### src/rtl/axi_write_block.sv
// FIFO-to-AXI4-Lite write initiator: pops 32-bit words from the TX FIFO and writes them
// to consecutive word addresses, one AXI write transaction outstanding at a time.
module axi_write_block #(
   parameter int ADDR_WIDTH = 32,
   parameter int DATA_WIDTH = 32,
   parameter int LEN_WIDTH  = 16
) (
   input  logic                    clk,
   input  logic                    rst_n,
   input  logic                    start,
   input  logic [ADDR_WIDTH-1:0]   addr,
   input  logic [LEN_WIDTH-1:0]    transfer_size,
   input  logic [DATA_WIDTH-1:0]   data_in,
   input  logic                    empty,
   output logic                    rd_en,
   output logic [ADDR_WIDTH-1:0]   awaddr,
   output logic                    awvalid,
   input  logic                    awready,
   output logic [DATA_WIDTH-1:0]   wdata,
   output logic [DATA_WIDTH/8-1:0] wstrb,
   output logic                    wvalid,
   input  logic                    wready,
   input  logic [1:0]              bresp,
   input  logic                    bvalid,
   output logic                    bready,
   output logic                    busy,
   output logic                    done,
   output logic                    error
);

   localparam int CW = LEN_WIDTH - 2;

   typedef enum logic [2:0] {S_IDLE, S_FETCH, S_LOAD, S_XFER, S_RESP, S_DONE} state_t;

   state_t                state_q, state_d;
   logic [ADDR_WIDTH-1:0] base_q, base_d, awaddr_q, awaddr_d;
   logic [DATA_WIDTH-1:0] wdata_q, wdata_d;
   logic [CW-1:0]         words_q, words_d, idx_q, idx_d;
   logic                  awvalid_q, awvalid_d, wvalid_q, wvalid_d;
   logic                  bready_q, bready_d, busy_q, busy_d, error_q, error_d;

   logic [CW-1:0] words_in, idx_inc;
   logic          aw_fin, w_fin;

   assign words_in = transfer_size[LEN_WIDTH-1:2];
   assign idx_inc  = idx_q + CW'(1);
   // A channel counts as finished if it already dropped valid or handshakes this cycle.
   assign aw_fin   = !awvalid_q || awready;
   assign w_fin    = !wvalid_q  || wready;

   always_comb begin
      state_d   = state_q;
      base_d    = base_q;
      words_d   = words_q;
      idx_d     = idx_q;
      awaddr_d  = awaddr_q;
      wdata_d   = wdata_q;
      awvalid_d = awvalid_q;
      wvalid_d  = wvalid_q;
      bready_d  = bready_q;
      busy_d    = busy_q;
      error_d   = error_q;
      case (state_q)
         S_IDLE: begin
            if (start) begin
               if (words_in == '0) begin
                  state_d = S_DONE;
               end else begin
                  base_d  = {addr[ADDR_WIDTH-1:2], 2'b00};
                  words_d = words_in;
                  idx_d   = '0;
                  error_d = 1'b0;
                  busy_d  = 1'b1;
                  state_d = S_FETCH;
               end
            end
         end
         S_FETCH: begin
            if (!empty) state_d = S_LOAD;
         end
         S_LOAD: begin
            wdata_d   = data_in;
            awaddr_d  = base_q + ADDR_WIDTH'({idx_q, 2'b00});
            awvalid_d = 1'b1;
            wvalid_d  = 1'b1;
            state_d   = S_XFER;
         end
         S_XFER: begin
            if (awvalid_q && awready) awvalid_d = 1'b0;
            if (wvalid_q && wready)   wvalid_d  = 1'b0;
            if (aw_fin && w_fin) begin
               bready_d = 1'b1;
               state_d  = S_RESP;
            end
         end
         S_RESP: begin
            if (bvalid && bready_q) begin
               bready_d = 1'b0;
               // Error response aborts; unsent words stay in the FIFO.
               if (bresp != 2'b00) begin
                  error_d = 1'b1;
                  busy_d  = 1'b0;
                  state_d = S_DONE;
               end else begin
                  idx_d = idx_inc;
                  if (idx_inc == words_q) begin
                     busy_d  = 1'b0;
                     state_d = S_DONE;
                  end else begin
                     state_d = S_FETCH;
                  end
               end
            end
         end
         S_DONE:  state_d = S_IDLE;
         default: state_d = S_IDLE;
      endcase
   end

   always_ff @(posedge clk or negedge rst_n) begin
      if (!rst_n) begin
         state_q   <= S_IDLE;
         base_q    <= '0;
         words_q   <= '0;
         idx_q     <= '0;
         awaddr_q  <= '0;
         wdata_q   <= '0;
         awvalid_q <= 1'b0;
         wvalid_q  <= 1'b0;
         bready_q  <= 1'b0;
         busy_q    <= 1'b0;
         error_q   <= 1'b0;
      end else begin
         state_q   <= state_d;
         base_q    <= base_d;
         words_q   <= words_d;
         idx_q     <= idx_d;
         awaddr_q  <= awaddr_d;
         wdata_q   <= wdata_d;
         awvalid_q <= awvalid_d;
         wvalid_q  <= wvalid_d;
         bready_q  <= bready_d;
         busy_q    <= busy_d;
         error_q   <= error_d;
      end
   end

   assign rd_en   = (state_q == S_FETCH) && !empty;
   assign done    = (state_q == S_DONE);
   assign awaddr  = awaddr_q;
   assign awvalid = awvalid_q;
   assign wdata   = wdata_q;
   assign wvalid  = wvalid_q;
   assign wstrb   = '1;
   assign bready  = bready_q;
   assign busy    = busy_q;
   assign error   = error_q;

endmodule
### config.mk
export PLATFORM = sky130hd
export DESIGN_NAME = axi_write_block
export DESIGN_NICKNAME = d
export VERILOG_FILES = /design/src/rtl/axi_write_block.sv
export SDC_FILE = /design/constraint.sdc
export NUM_CORES = 1
export LEC_CHECK = 0
export CORE_UTILIZATION = 45
export DETAILED_ROUTE_END_ITERATION = 16
export PLACE_DENSITY = 0.72
export SYNTH_ARGS = -nofsm -noshare
export SYNTH_HDL_FRONTEND = slang
export SYNTH_SLANG_ARGS = --single-unit
### constraint.sdc
create_clock -name clk -period 2.7 [get_ports clk]
set_input_delay 0.54 -clock clk [delete_from_list [all_inputs] [get_ports clk]]
set_output_delay 0.54 -clock clk [all_outputs]
set_load 0.02 [all_outputs]
# Yosys cells after proc, flatten, opt, wreduce, memory -nomap -nowiden
# Cells that the tools add are included.
# totals
reg_bits	130
input_bits	89
output_inout_bits	75
wordCells	85
# op_classes
add_sub_neg	2
bitwise_logic	1
muxes	31
reduce_logical	24
n_eq_ne	16
# ops
op	n
2-to-1 mux 14 bit	4
adder 32 x 16 -> 32 bit	1
one-hot mux 14 bit (2 select lines)	1
2-to-1 mux 3 bit	7
inequality test 2 bit, second input constant	9
one-hot mux 3 bit (5 select lines)	1
AND reduction 5 bit	3
adder 14 x 1 -> 14 bit, second input constant	1
== test 14 bit	1
zero test 14 bit	1
2-to-1 mux 1 bit	13
one-hot mux 1 bit (2 select lines)	5
nonzero test 2 bit	4
== test 3 x 2 -> 1 bit, second input constant	2
== test 3 bit, second input constant	2
AND reduction 3 bit	2
logical AND 1 bit	5
AND reduction 2 bit	2
AND reduction 4 bit	1
== test 3 x 1 -> 1 bit, second input constant	1
zero test 1 bit	3
zero test 3 bit	1
inequality test 3 bit, second input constant	1
logical OR 1 bit	2
inverter 1 bit	1

# Depth between registers and ports, before layout
# logic_depth
depth_word	6
ltp_mapped	10

# Least setup slack after synthesis
# Ideal clock, no wire load.
# synth_path
kind	flip-flop to flip-flop
startpoint	register idx_q[0]
endpoint	register awaddr_q[30] (netlist: awaddr[30])
path_slack_ns	0.352
stages_incl_launch_ff	11
path_buffers	0
setup_ns	0.132
synth_period_minus_slack_ns	2.348
t_arrival_ns	2.216
cell_sequence	dfrtp_1 -> ha_1 -> inv_1 -> fa_1 -> nor2b_1 -> o2111ai_1 -> a21oi_2 -> o311ai_4 -> a211oi_1 -> xnor2_1 -> o21ai_1
# synth_between
elab_chain_cells	1
# synth_lines
item	line	text
start: declaration	38	logic [CW-1:0] words_q, words_d, idx_q, idx_d;
start signal: assignment	137	idx_q <= idx_d;
adder 32 x 16 -> 32 bit	83	awaddr_d = base_q + ADDR_WIDTH'({idx_q, 2'b00});
end signal: assignment	138	awaddr_q <= awaddr_d;
end: declaration	36	logic [ADDR_WIDTH-1:0] base_q, base_d, awaddr_q, awaddr_d;
# Every way passes these cells.
# A chain may end at the register's enable or synchronous reset.

# Final worst setup path
# Ends and elaborated chain as after synthesis.

==> impl_metrics.yaml <==
floorplanning:
  dieWidth_microns: 122
  core_region_area_sq_um: 14000
  die_area_sq_um: 15000
  pin_count: 164
  chipHeight_microns: 122
  num_rows: 43
  initial_core_util_pct: 46.5
finish:
  utilization_pct: 63.5
  antenna_cells: 0
  fin_nets: 925
  areaGrowthSynthToFinish_pct: 36.5
  stdcell_count: 1012
  nFillCells: 1151
  drive_gt1_share_pct: 14.4
sta:
  rsz0062_at_grt: "no"
  tns_ns: 0
  fmax_mhz: 399
  period_needed_ns: 2.51
  min_period_over_period_pct: 92.9
  slew_headroom_pct: 53.4
  hold_viol_final: 0
  setup_viol: 0
  tightest_slew_ns: 0.700
  finalClockSkew_ns: 0.00892
  maxSlewViolCount: 0
clock_network:
  cts_root_buf: "clkbuf_16"
  cts_max_level: 4
  clock-sinks: 128
  cts_buffer_depth: 2
  insertion_delay_ns: 0.42
  postCtsHoldBufs: 0
  path_clk_slew_ns: 0.06
  cts_tree: "built"
  cts_buffers: 17
global_routing:
  grt_overflow: 0
  grt_pass1_wl_mm: 25.5
  grt_start_max_net_pins: 53
  grt_pass1_vias: 5291
  grt_use_total_pct: 22.0
  antenna_found_initial: 0
detailed_routing:
  drt-total-wl_mm: 15.9
  ant_nets: 0
  drc_errors: 0
  first_pass_iters: 4
  vias: 5413
  wl_per_cell_microns: 15.7
  drt_iter0_markers: 251
  avgViaCountPerCell: 5.35
worst_setup_path:
  cp_data_arrival_time_ns: 2.81
  cp.required_ns: 3.00
  cp_cell_sequence: "ha_1 > inv_1 > fa_1 > nor2b_1 > o2111ai_1 > a21oi_2 > o311ai_4 > a211oi_1 > xnor2_1 > o21ai_1"
  end_kind: "flop"
  critPathBufInv: 1
  critical-path-max-stage-delay_ns: 0.40
  critPathLaunchType: "flop"
  slowest_stage: "fa_1"
  crit_fanout: 7
  path_class: "flop to flop"
  crit_family: "compound AO/OA/AOI/OAI gates"
logic_synthesis:
  syn_area_sq_um: 6530
  synth_cell_types: 64
  yosysWarnings: 0
  synth_cells: 659
  synth-edff-count: 0
  syn_avg_cell_area_sq_um: 9.91
  ys.flop_type: "dfrtp_1"
  synth-async-reset-ratio_pct: 100
  ys_seq_elements: 128
  ys_seq_area_share_pct: 49.0
place:
  gp_congestion: 0.899
  dpl.cell_count: 981
  dpl.hpwl_mm: 11.8
  port_buffers: 153
flow_run:
  drv_cap: 0
power_and_ir_drop:
  ir_drop_uv: 566
  power.density_nw_per_um2: 1100
  p_leak_nw: 3.88
  p_total_mw: 9.83
min_path:
  min_path_type: "input port to asynchronous set/reset pin"
run_status:
  status: "finished clean"
==> Yosys cell counts, drive strengths merged, types with 3 or more instances <==
cell type	count	area, sq um
nand2	159	607
dfrtp	128	3200
o21ai	57	289
mux2	43	484
xnor2	34	298
nor2	29	128
a21oi	19	103
buf	19	124
clkbuf	18	67.6
ha	15	188
nand3	11	60.1
xor2	11	96.3
o31ai	10	75.1
and3	8	50.1
a21o	7	52.6
nand4	7	43.8
nor4	7	56.3
a211oi	6	45.0
inv	6	22.5
nand2b	6	37.5
nor2b	6	37.5
o21a	5	37.5
a31oi	4	25.0
and4	4	35.0
nor3	4	20.0
nor4b	3	38.8
o41ai	3	26.3
or4	3	30.0
==> power by group <==
group | leakage [nW] | switching [mW] | internal (mW)
Combinational | 2.01 | 2.16 | 2.03
Clock | 0.290 | 0.855 | 1.41
Sequential | 1.58 | 0.609 | 2.77
Total | 3.88 | 3.62 | 6.21
==> metal layers <==
metal | up-vias | part of all wire [%] | GRT usage [%]
met3 | 31 | 5.7 | 5.30
met4 | 0 | 2.2 | 8.77
met5 | - | 0 | 0
li1 | 2595 | - | -
met1 | 2590 | 43 | 27.4
met2 | 197 | 49 | 36.8
==> repair_timing <==
item                       4_1_cts  5_1_grt
pin swaps                        0        0
hold endpoints to repair         0        0
setup endpoints to repair        1        3
gates resized for setup          1        2
setup buffers                    0        0
==> flip-flops by register name, summed over array words and instances, names as in the netlist <==
| name | count |
|---|---|
| wvalid | 1 |
| state_q | 3 |
| idx_q | 14 |
| error | 1 |
| words_q | 14 |
| wdata | 32 |
| awaddr | 30 |
| busy | 1 |
| awvalid | 1 |
| base_q | 30 |
| bready | 1 |
==> through the flow <==
stage | setup slack (ns) | hold WS (ns) | cell area, sq um
detailed placement | 0.0294 | 0.462 | 8320
finish | 0.193 | 0.158 | 8920
global placement | 0.0258 | 0.456 | 8320
floorplan | 0.352 | 0.244 | 6550
CTS | 0.0233 | 0.173 | 8910
global route | 0.00999 | 0.207 | 8920
==> worst reg2reg max path, stage by stage, from the launching register on <==
cell and delay, ns:
dfrtp_1 0.35, ha_1 0.21, inv_1 0.07, fa_1 0.40
nor2b_1 0.17, o2111ai_1 0.18, a21oi_2 0.27, o311ai_4 0.18
a211oi_1 0.34, xnor2_1 0.15, o21ai_1 0.07
==> path summary, 6_finish.rpt <==
path	from	end	slack, ns	cells past startpoint
max in group asynchronous	rst_n	wdata[28]	1.81	2
worst min register to register	wdata[23]	wdata[23]	0.47	2
worst min-delay path	rst_n	awaddr[21]	0.16	1
worst max register to register	idx_q[0]	awaddr[30]	0.19	10
min in group clk	wdata[23]	wdata[23]	0.47	2
worst max-delay path	idx_q[0]	awaddr[30]	0.19	10
==> cell type report <==
cell class | instances | area [sq um] | share of cell area (%)
clock inverter | 12 | 135 | 1.52
sequential | 128 | 3200 | 35.9
timing repair buffer | 175 | 1730 | 19.4
clock buffer | 19 | 453 | 5.08
inverter | 6 | 22.5 | 0.253
multi-input combinational | 492 | 3140 | 35.2
tap | 180 | 225 | 2.53
==> cell families after synthesis <==
logic type      share of synthesized area, %
flops                                   49.0
simple gates                            18.5
buf+inv                                 3.28
xor+xnor                                6.03
compound gates                          12.4
other cells                            0.115
mux                                     7.41
fa+ha+maj                               3.18
==> placed cells by master, fill, tap and decap left out, types with 4 or more instances in the layout <==
cell type / synthesis / layout
a211oi_1: 6 / 6
a21o_1: 7 / 7
a21oi_1: 17 / 16
a31oi_1: 4 / 4
and3_1: 8 / 8
and4_1: 4 / 4
buf_4: 9 / 20
clkbuf_16: 0 / 17
clkdlybuf4s50_1: 0 / 151
clkinv_4: 0 / 4
conb_1: 2 / 6
dfrtp_1: 128 / 127
ha_1: 15 / 15
inv_1: 6 / 6
mux2_2: 43 / 43
nand2_1: 157 / 157
nand2b_1: 6 / 5
nand3_1: 10 / 10
nand4_1: 7 / 7
nor2_1: 27 / 27
nor2b_1: 6 / 5
nor3_1: 4 / 4
nor4_1: 5 / 5
o21a_1: 5 / 5
o21ai_0: 42 / 42
o21ai_1: 14 / 14
o31ai_1: 10 / 10
xnor2_1: 34 / 34
xor2_1: 11 / 11
No activity file was read; power rests on OpenSTA's default activity.
